## config.mk

```make
export PLATFORM = sky130hd
export DESIGN_NAME = pcie_chk_lane
export DESIGN_NICKNAME = d
export VERILOG_FILES = /design/src/rtl/pcie_chk_pkg.sv /design/src/rtl/pcie_chk_lane.sv
export SDC_FILE = /design/constraint.sdc
export NUM_CORES = 1
export LEC_CHECK = 0
export CELL_PAD_IN_SITES_DETAIL_PLACEMENT = 1
export CELL_PAD_IN_SITES_GLOBAL_PLACEMENT = 2
export CORE_MARGIN = 2
export CORE_UTILIZATION = 43
export DETAILED_ROUTE_END_ITERATION = 16
export GPL_ROUTABILITY_DRIVEN = 0
export GPL_TIMING_DRIVEN = 0
export PLACE_DENSITY_LB_ADDON = 0.12
export SLEW_MARGIN = 20
export SYNTH_ARGS = -nofsm -noshare
export SYNTH_HDL_FRONTEND = slang
export SYNTH_SLANG_ARGS = --single-unit
```

## constraint.sdc

```tcl
create_clock -name clk -period 4.74 [get_ports clk]
set_input_delay 0.474 -clock clk [delete_from_list [all_inputs] [get_ports clk]]
set_output_delay 0.474 -clock clk [all_outputs]
set_load 0.1 [all_outputs]
```

## src/rtl/pcie_chk_pkg.sv

```systemverilog
// Shared types and helpers for the PCIe loopback traffic checker.
package pcie_chk_pkg;

    localparam logic [7:0] IDLE_CODE_DEF = 8'h25;

    typedef enum logic {
        SEARCH = 1'b0,
        LOCKED = 1'b1
    } chk_state_e;

    // K-code set used by the generator; 7C is deliberately not included.
    function automatic logic is_kcode(input logic [7:0] b);
        case (b)
            8'h1C, 8'h3C, 8'h5C, 8'h9C, 8'hBC, 8'hDC,
            8'hFC, 8'hF7, 8'hFB, 8'hFD, 8'hFE: is_kcode = 1'b1;
            default:                           is_kcode = 1'b0;
        endcase
    endfunction

endpackage

```

## src/rtl/pcie_chk_lane.sv

```systemverilog
// One byte lane: counting-byte generator, history line and latency-indexed compare.
module pcie_chk_lane
    import pcie_chk_pkg::*;
#(
    parameter int unsigned LANE_IDX = 0,
    parameter int unsigned MAX_LAT  = 8,
    parameter int unsigned LAT_W    = 4
) (
    input  logic             clk,
    input  logic             rst_n,
    input  logic [7:0]       i_cnt,
    input  logic [LAT_W-1:0] i_lat,
    input  logic [7:0]       i_rx_data,
    input  logic             i_rx_datak,
    output logic [7:0]       o_gen_data,
    output logic             o_gen_datak,
    output logic             o_match_c
);

    logic [7:0] w_byte;
    logic [7:0] r_hist_data [MAX_LAT+1];
    logic       r_hist_k    [MAX_LAT+1];

    assign w_byte = i_cnt + 8'(LANE_IDX);

    // Entry 0 is the registered generator output; older entries shift down the line.
    always_ff @(posedge clk or negedge rst_n) begin
        if (!rst_n) begin
            for (int unsigned k = 0; k <= MAX_LAT; k++) begin
                r_hist_data[k] <= '0;
                r_hist_k[k]    <= 1'b0;
            end
        end else begin
            r_hist_data[0] <= w_byte;
            r_hist_k[0]    <= is_kcode(w_byte);
            for (int unsigned k = 1; k <= MAX_LAT; k++) begin
                r_hist_data[k] <= r_hist_data[k-1];
                r_hist_k[k]    <= r_hist_k[k-1];
            end
        end
    end

    assign o_gen_data  = r_hist_data[0];
    assign o_gen_datak = r_hist_k[0];
    assign o_match_c   = (i_rx_data == r_hist_data[i_lat]) && (i_rx_datak == r_hist_k[i_lat]);

endmodule

```

==> run summary <==
==================================================================================
Outcome .............................................................    completed
Final Hold Vio Count ................................................            0
Unrepaired setup endpoints after global routing .....................           no
Number of sinks driven by the clock tree ............................           81
Routed length per instance ..........................................      17.5 um
Largest buffer count on any clock path ..............................            2
Max-Cap Viols .......................................................            0
Achievable frequency ................................................    0.230 GHz
Part of the total power dissipated in sequential elements ...........        52.8%
Largest fanout on the critical path .................................           10
Number of enable flip-flop cells after synthesis ....................            0
Combinational Power Share ...........................................        11.6%
Critical path required time .........................................      4270 ps
Vias per cell .......................................................         5.18
Worst Clk Skew ......................................................      7.31 ps
Final Power .........................................................      1410 uW
Crit path capture type .............................................. primary output
Root Buffer ......................................................... sky130_fd_sc_hd__clkbuf_8
Final setup TNS .....................................................         0 ps
Final Routed Wirelength .............................................      6000 um
Avg Inst Size Synth .................................................   15.4 sq um
Setup Crit Path Kind ................................................    in -> out
Cell count after synthesis ..........................................          199
Boundary pin count ..................................................           33
Final critical path time including I/O delays and setup .............      4350 ps
Share of post-route cells with drive strength above 1 ...............        17.0%
Filler cell count in the final layout ...............................          659
Max-slew violation total from the final report ......................            0
Cells along the critical path ....................................... clkdlybuf4s50_1 -> buf_6 -> nor4b_4 -> a21oi_2 -> o31ai_2 -> o2111ai_1 -> nor4_1 -> and4_1 -> clkdlybuf4s50_1
PostCTS Resize Cnt ..................................................            0
Proportion of synthesized chip area in sequential cells .............        66.0%
Floorplan die area ..................................................   7830 sq um
Fraction of post-synthesis cell area in the top cell type by area ...        66.0%
CP top delay family ................................................. buffers and inverters
Cell area after technology mapping ..................................   3070 sq um
Switching Fraction ..................................................        25.0%
Slew at the pin closest to its max-slew limit .......................       979 ps
Simple-gate share of the synthesized area ...........................        5.30%
Hold/Removal Path Class .............................................   reg -> reg
Slowest cell on crit path ........................................... sky130_fd_sc_hd__clkdlybuf4s50_1
Cell area power density .............................................  378 nW/um^2
Global-route wire length before repair ..............................     10200 um
Net total in the final layout .......................................          265
Clock tree from TritonCTS ...........................................        built
Total number of vias ................................................         1777
Crit share post-route ...............................................        91.7%
Post-detailed-route DRC marker count ................................            0
Flops & latches, synth ..............................................           81
Share of synthesized area spent on multiplexers .....................        14.8%
Buffer and inverter count on the worst path .........................            3
Fraction of registers with async set/reset ..........................         100%
Core ar. ............................................................   6870 sq um
Delay of the slowest cell on the worst path .........................      1130 ps
Arrival time of the worst setup path ................................      3870 ps
Final-report setup violation count ..................................            0
Tot GR Track Use ....................................................        17.9%
Largest family of logic cells by synthesized area ................... multiplexers
Number of antenna violations at the first check in global routing ...            0
Most frequent cells in the layout ................................... sky130_fd_sc_hd__dfrtp_1 (81), sky130_fd_sc_hd__clkdlybuf4s50_1 (29), sky130_fd_sc_hd__mux2i_1 (13), sky130_fd_sc_hd__clkbuf_8 (10), sky130_fd_sc_hd__buf_4 (9)
Remaining number of nets flagged by the antenna check after routing .            0
Depth of the CTS H-tree .............................................            3
Worst slew margin ...................................................        34.5%
Clock latency on the worst-skew pair ................................       340 ps
Number of antenna diodes ............................................            0
Warnings from Yosys .................................................            0
Initial Util ........................................................        44.7%
Cell accounting for the most synthesized area ....................... sky130_fd_sc_hd__dfrtp_1
Cell repeated most along the worst path ............................. sky130_fd_sc_hd__clkdlybuf4s50_1
Final global-route overflow total ...................................            0
Leakage .............................................................   0.00163 uW
Peak VDD IR .........................................................       237 uV
Proportion of power drawn by the clock network ......................        35.6%
NetSw ...............................................................       352 uW
Die Span Y ..........................................................      88.5 um
Area share of fa/ha/maj cells after synthesis .......................           0%
Cell-internal power .................................................      1060 uW
Clock-pin slew on the worst setup and hold paths ....................        70 ps
Via count of the first global-routing pass ..........................         1989
Top cells by area, synth ............................................ sky130_fd_sc_hd__dfrtp_1 (66%), sky130_fd_sc_hd__mux4_1 (6.8%), sky130_fd_sc_hd__mux2i_1 (4.2%)
Setup crit start kind ...............................................   input port
Count of TritonRoute iterations in the first routing pass ...........            4
Area growth from synthesis to layout ................................        21.5%
Post-Synthesis Net Count ............................................          222
Most common library cell in the layout ignoring fill and taps ....... sky130_fd_sc_hd__dfrtp_1
Area share of xor/xnor cells in the synthesized design ..............        1.14%
Site Rows ...........................................................           30
Pin count of the biggest net entering global routing ................           64
Leading register cell type out of synthesis ......................... sky130_fd_sc_hd__dfrtp_1
Detailed Place HPWL .................................................      4340 um
Die span in x .......................................................      88.5 um
Unique masters post-synth ...........................................           41
Final worst hold slack ..............................................       370 ps
Count of input and output buffers ...................................           30
Initial DRC Count ...................................................           83
Number of buffers created by CTS ....................................            9
Post-synthesis compound-gate area fraction ..........................        8.28%
==================================================================================
==> layer usage <==
metal  up-vias  wire, um  part of all wire (%)  GRT usage [%]
met5         -         0                     0              0
met4         0        97                   1.6           5.51
met3        10       260                   4.3           5.88
met2        48      2830                    47           27.3
met1       901      2820                    47           24.7
li1        818         -                     -              -
==> registers in the layout, summed over array words and instances (netlist names) <==
name         count
r_hist_k         8
r_hist_data     64
o_gen_datak      1
o_gen_data       8
==> synth_stat cells, drive strengths merged (2+ instances only) <==
library cell / n
xnor2: 3
nor2: 5
mux4: 12
dfrtp: 81
o21ai: 4
buf: 15
o221ai: 2
a21oi: 5
mux2: 2
a22oi: 3
a31oi: 5
a211oi: 2
mux2i: 13
nor3: 2
o31ai: 4
nand3: 3
nand2: 8
o22ai: 4
inv: 7
a22o: 2
nand3b: 2
==> stage by stage <==
| stage | std cells | worst slack (ps) | util, % | area, sq um |
|---|---|---|---|---|
| finish | 343 | 394 | 54.3 | 3730 |
| floorplan | 199 | 1720 | - | 3070 |
| global placement | 325 | 424 | 50.8 | 3490 |
| detailed placement | 326 | 385 | 51.2 | 3510 |
| global route | 343 | 81.7 | 54.3 | 3730 |
| CTS | 343 | 387 | 54.3 | 3730 |
==> path summary, 6_finish.rpt <==
path	start	endpoint	slack (ps)	cells after the start
worst min register to register	r_hist_data[28]	r_hist_data[20]	370	0
worst max register to register	o_gen_datak	r_hist_k[7]	4180	0
worst max-delay path	i_lat[0]	o_match_c	390	9
worst min-delay path	r_hist_data[28]	r_hist_data[20]	370	0
min in group asynchronous	rst_n	r_hist_data[59]	550	2
max in group asynchronous	rst_n	r_hist_data[36]	3610	3
==> what timing repair did <==
item	in CTS	in global routing
endpoints found under the hold margin	16	0
buffers inserted	0	0
hold buffers	1	0
==> final cells by class <==
type	instances	area (sq um)	share of cell area, %
buffer	16	111	2.99
multi-input combinational	95	905	24.3
clock inverter	5	62.6	1.68
inverter	7	26.3	0.705
sequential	81	2030	54.4
clock buffer	11	141	3.79
tap	96	120	3.22
timing repair buffer	32	335	8.99
==> power by group through the flow <==
stage	sequential, uW	combinational, uW	clock (uW)
2_1_floorplan	751	101	0
3_3_place_gp	754	160	0
3_5_place_dp	757	165	0
4_1_cts	743	167	520
5_1_grt	747	178	555
6_report	743	164	501
==> kinds of logic (layout without fill, tap and decap cells) <==
| family | Yosys count | in the layout |
|---|---|---|
| buf+inv | 23 | 71 |
| mux | 27 | 27 |
| simple gates | 28 | 28 |
| xor+xnor | 4 | 4 |
| compound gates | 36 | 36 |
| flops | 81 | 81 |
(Power assumes the default switching activity.)
